File: src/rtl/reg_file_sb.sv
// reg_file_sb: 32 x XLEN integer register file with a write-back busy scoreboard.
//   clk_i, rst_n_i          : clock, asynchronous active-low reset
//   reg_write_i, rd_addr_i,
//   write_data_i            : write-back register write (one per cycle)
//   rs1/rs2_addr_i          : read addresses from decode
//   rs1/rs2_data_o          : combinational read data (optional write-through bypass)
//   busy_set_i, busy_rd_i   : decode marks a destination register pending at issue
//   flush_i                 : clears every pending mark
//   rs1/rs2_busy_o          : pending-producer flags for the read addresses
//   busy_vec_o              : raw scoreboard bits, bit n = register n
module reg_file_sb #(
    parameter int unsigned XLEN      = 32,
    parameter bit          BYPASS_EN = 1'b1
) (
    input  logic            clk_i,
    input  logic            rst_n_i,
    input  logic            reg_write_i,
    input  logic [4:0]      rd_addr_i,
    input  logic [XLEN-1:0] write_data_i,
    input  logic [4:0]      rs1_addr_i,
    input  logic [4:0]      rs2_addr_i,
    output logic [XLEN-1:0] rs1_data_o,
    output logic [XLEN-1:0] rs2_data_o,
    input  logic            busy_set_i,
    input  logic [4:0]      busy_rd_i,
    input  logic            flush_i,
    output logic            rs1_busy_o,
    output logic            rs2_busy_o,
    output logic [31:0]     busy_vec_o
);

    localparam int unsigned NREGS = 32;
    localparam int unsigned AW    = 5;

    // x0 is hard-wired zero and has no storage
    logic [XLEN-1:0]  regs_q [1:NREGS-1];
    logic [NREGS-1:0] busy_q;
    logic [NREGS-1:0] busy_d;

    logic             wr_en;
    logic             rs1_hit;
    logic             rs2_hit;
    logic [XLEN-1:0]  rs1_store;
    logic [XLEN-1:0]  rs2_store;

    // Writes to x0 are dropped
    assign wr_en = reg_write_i && (rd_addr_i != '0);

    // Same-cycle WB write to a read address (only meaningful with bypass enabled)
    assign rs1_hit = BYPASS_EN && reg_write_i && (rd_addr_i == rs1_addr_i);
    assign rs2_hit = BYPASS_EN && reg_write_i && (rd_addr_i == rs2_addr_i);

    // Register storage
    always_ff @(posedge clk_i or negedge rst_n_i) begin
        if (!rst_n_i) begin
            for (int n = 1; n < NREGS; n++) begin
                regs_q[n] <= '0;
            end
        end else begin
            for (int n = 1; n < NREGS; n++) begin
                if (wr_en && (rd_addr_i == AW'(n))) begin
                    regs_q[n] <= write_data_i;
                end
            end
        end
    end

    // Scoreboard next state: set beats clear (younger producer), flush beats all
    always_comb begin
        busy_d = busy_q;
        for (int n = 1; n < NREGS; n++) begin
            if (busy_set_i && (busy_rd_i == AW'(n))) begin
                busy_d[n] = 1'b1;
            end else if (reg_write_i && (rd_addr_i == AW'(n))) begin
                busy_d[n] = 1'b0;
            end
        end
        busy_d[0] = 1'b0;
        if (flush_i) begin
            busy_d = '0;
        end
    end

    // Scoreboard register
    always_ff @(posedge clk_i or negedge rst_n_i) begin
        if (!rst_n_i) begin
            busy_q <= '0;
        end else begin
            busy_q <= busy_d;
        end
    end

    // Stored-value lookup per read port; address 0 falls through to zero
    always_comb begin
        rs1_store = '0;
        rs2_store = '0;
        for (int n = 1; n < NREGS; n++) begin
            if (rs1_addr_i == AW'(n)) begin
                rs1_store = regs_q[n];
            end
            if (rs2_addr_i == AW'(n)) begin
                rs2_store = regs_q[n];
            end
        end
    end

    // Read data with write-through bypass
    always_comb begin
        rs1_data_o = '0;
        rs2_data_o = '0;
        if (rs1_addr_i != '0) begin
            rs1_data_o = rs1_hit ? write_data_i : rs1_store;
        end
        if (rs2_addr_i != '0) begin
            rs2_data_o = rs2_hit ? write_data_i : rs2_store;
        end
    end

    // Busy flags: a bypassed write already supplies the data, so no stall
    always_comb begin
        rs1_busy_o = 1'b0;
        rs2_busy_o = 1'b0;
        if ((rs1_addr_i != '0) && !rs1_hit) begin
            rs1_busy_o = busy_q[rs1_addr_i];
        end
        if ((rs2_addr_i != '0) && !rs2_hit) begin
            rs2_busy_o = busy_q[rs2_addr_i];
        end
    end

    assign busy_vec_o = busy_q;

endmodule

File: config.mk
export PLATFORM = sky130hd
export DESIGN_NAME = reg_file_sb
export DESIGN_NICKNAME = d
export VERILOG_FILES = /design/src/rtl/reg_file_sb.sv
export SDC_FILE = /design/constraint.sdc
export NUM_CORES = 2
export LEC_CHECK = 0
export ABC_AREA = 1
export CAP_MARGIN = 20
export CORE_MARGIN = 2
export CORE_UTILIZATION = 40
export CTS_CLUSTER_DIAMETER = 30
export CTS_CLUSTER_SIZE = 10
export DETAILED_ROUTE_END_ITERATION = 8
export MAX_ROUTING_LAYER = met4
export REMOVE_ABC_BUFFERS = 1
export SLEW_MARGIN = 10
export SYNTH_ARGS = -nofsm -noshare
export SYNTH_HDL_FRONTEND = slang
export SYNTH_SLANG_ARGS = --single-unit
File: constraint.sdc
create_clock -name clk_i -period 3.1 [get_ports clk_i]
set_input_delay 0.465 -clock clk_i [delete_from_list [all_inputs] [get_ports clk_i]]
set_output_delay 0.465 -clock clk_i [all_outputs]
set_load 0.05 [all_outputs]
==> results.py <==
metrics = {
    "die": {
        "rows": 134,
        "pin_count": 155,
        "die_h_um": 372,
        "design.core.area_um2": 134000,
        "dieWidth_um": 372,
        "die_area_um2": 138000,
        "start_util": 0.404,
    },
    "sta": {
        "post-route-worst-setup-slack_ns": -1.08,
        "fmax_ghz": 0.239,
        "period_share": 1.35,
        "drv_slew": 0,
        "clock_skew_ns": 0,
        "final-setup-viol-count": 64,
        "finalSetupTns_ns": -56.32,
        "slew_headroom": 0.461,
        "min_period_ns": 4.18,
        "rsz0062_at_grt": "yes",
        "tightestPinTransition_ns": 0.805,
        "finalHoldViolations": 0,
    },
    "yosys": {
        "synth-edff-count": 0,
        "synthDominantCellAreaShare": 0.473,
        "ys_ff_latch": 1023,
        "synth_area_leaders": "dfrtp_1, nand2_1, o21ai_0",
        "synth-async-reset-ratio": 1.00,
        "synthCells": 7689,
        "yosysUniqueCellTypes": 35,
        "synth_top_area_cell": "dfrtp_1",
        "syn-mean-instance-area_um2": 7.03,
        "ys_seq_area_frac": 0.473,
        "yosysWarnings": 0,
        "syn-cell-area_um2": 54100,
        "ys.flop_type": "dfrtp_1",
    },
    "final_layout": {
        "final_cells": 10214,
        "drive_gt1_frac": 0.196,
        "finalInstanceArea_um2": 73200,
        "final_nets": 8304,
        "layout_common_cells": "nand2_1, o21ai_0, dfrtp_1, inv_1, buf_4",
        "areaGrowthSynthToFinish_pct": 35.3,
        "final_common_cell": "nand2_1",
    },
    "detailed_routing": {
        "wl_um": 201000,
        "postRouteAntennaNets": 0,
        "drt_first_pass_iters": 6,
        "detail_route.wl_per_cell_um": 19.7,
        "num_vias": 54500,
        "drt_iter0_drc": 5693,
        "vias_per_cell": 5.34,
        "drc": 0,
    },
    "placed_design": {
        "place.gp.congestion": 0.933,
        "hpwl_um": 140000,
        "dp_cells": 9667,
        "place_area_um2": 61900,
        "port_buffers": 153,
    },
    "power_and_ir_drop": {
        "power.total_uw": 52800,
        "p_per_area_nw_per_um2": 721,
        "p_leak_uw": 0.0340,
        "peakVddDrop_mv": 0.621,
    },
    "hold_path": {
        "hold_class": "primary input to async pin",
    },
    "clocking": {
        "clkSlewWorstSetupHoldPaths_ns": 0.05,
        "cts_buffer_depth": 4,
        "clock_sinks": 1023,
        "cts.htree.levels": 5,
        "numCtsBuffers": 278,
        "cts_tree": "built",
        "root_buffer": "clkbuf_16",
        "clock_latency_ns": 0.84,
    },
    "setup_path": {
        "startpoint_type": "flop",
        "cp_max_fo": 3,
        "cp.buffers_inverters": 1,
        "cp_data_required_time_ns": 2.63,
        "path_delay_family": "simple AND/OR/NAND/NOR gates",
        "critPathLaunch": "regs_q[967]$_DFFE_PN0P_",
        "cp.arrival_ns": 3.72,
        "critPathKind": "flop to output pin",
        "cp-end-kind": "output pin",
        "crit_path_frequent_cell": "nand4_1",
        "cpMaxStageDelayCell": "dfrtp_1",
        "critPathMaxStageDelay_ns": 0.41,
        "path_cells": "nand4_1 > nand2_1 > nor2_2 > nand4_1 > nand2_1 > nand4_1 > nor2_1 > nand4_1 > nor2_2 > nand4_1 > nor2_2 > nand4_1 > nand2_1 > nand4_1 > nor2_1 > nand4_1 > nor2_1 > nor2_1 > buf_6",
        "r2r_start": "regs_q[929]$_DFFE_PN0P_",
    },
    "outcome": {
        "failed_checks": "negative setup slack",
        "status": "complete, but fails checks",
    },
    "global_routing": {
        "grt_start_max_net_pins": 84,
        "antenna_found_initial": 1,
        "grt_usage": 0.299,
        "grt_pass1_vias": 51913,
        "grt_pass1_wl_um": 312000,
        "overflow": 0,
    },
    "flow_run": {
        "maxCapViolations": 0,
    },
}
[cell type report]
class	count	area [µm²]
Antenna cell	1	2.50
Fill cell	12558	60600
Inverter	569	2160
Timing Repair Buffer	814	8530
Tap cell	1768	2210
Clock buffer	368	7860
Sequential cell	1023	25600
Multi-Input combinational cell	5561	25500
Clock inverter	110	1370
[cells in the mapped netlist, types with 2 or more instances]
library cell	n
nor2_4	3
a21oi_1	217
nand4_1	404
clkbuf_1	456
nand3_2	2
o2111ai_1	2
buf_1	6
o21ai_0	1145
o22ai_1	33
nor2_1	617
or2_0	11
dfrtp_1	1023
nand2_2	2
nor3b_1	2
or2_2	69
a41oi_1	4
or2_1	9
nand3_1	117
a221oi_1	3
buf_2	64
inv_1	548
nor2_2	8
inv_2	17
nor3_2	4
buf_6	2
nor3_1	12
o21ai_1	2
clkinv_1	4
nand2_1	2889
buf_4	9
[state kept, by name (all words and copies together), names as in the netlist]
signal / count
regs_q: 992
busy_vec_o: 31
[final timing paths]
path                                             end  slack (ns)  depth (start not counted)
max in group asynchronous  busy_vec_o[2]$_DFFE_PN0P_        1.84                          3
setup reg to reg             regs_q[929]$_DFFE_PN0P_        2.18                          4
setup / recovery                       rs2_data_o[7]       -1.08                         19
min in group clk_i            regs_q[62]$_DFFE_PN0P_        0.45                          3
hold reg to reg              regs_q[768]$_DFFE_PN0P_        0.48                          2
hold / removal               regs_q[308]$_DFFE_PN0P_        0.26                          2
[worst reg2reg max path, cell delays in order, from the launching register on]
cell	delay (ns)
dfrtp_1	0.39
buf_4	0.13
buf_4	0.12
nand2_1	0.05
o21ai_0	0.08
[routing by layer]
metal,share of wire,track usage
met5,0,-
met4,0.033,0.106
met1,0.45,0.412
met3,0.076,0.0524
met2,0.44,0.442
[logic make-up (layout without fill, tap and decap cells)]
logic type | count (synthesis) | count (layout) | synth area share
buffers and inverters | 1106 | 1861 | 0.0791
flip-flops | 1023 | 1023 | 0.473
AND/OR/NAND/NOR | 4151 | 4152 | 0.316
XOR/XNOR | 1 | 1 | 0.000162
other | 1 | 2 | 0.0000693
AO/OA/AOI/OAI | 1407 | 1407 | 0.132
[metrics by stage]
stage	worst slack [ns]	utilization	hold slack, ns
finish	-1.08	0.547	0.256
CTS	-1.18	0.541	0.225
detailed placement	-1.61	0.463	0.473
floorplan	-1.59	-	0.169
global route	-1.34	0.547	0.255
global placement	-1.59	0.463	0.466
[report_power, final]
part	internal [µW]	leakage (µW)	switching [µW]
clock	19900	0.00453	8320
combinational	2550	0.0162	4330
sequential	15800	0.0133	1880
[what timing repair did]
item,4_1_cts,5_1_grt
setup buffers,49,14
resized for setup,289,214
endpoints found under the hold margin,40,0
setup endpoints to repair,66,66
pin swaps,143,209
hold buffers,1,0
gates cloned,7,1
(Power assumes the default switching activity.)
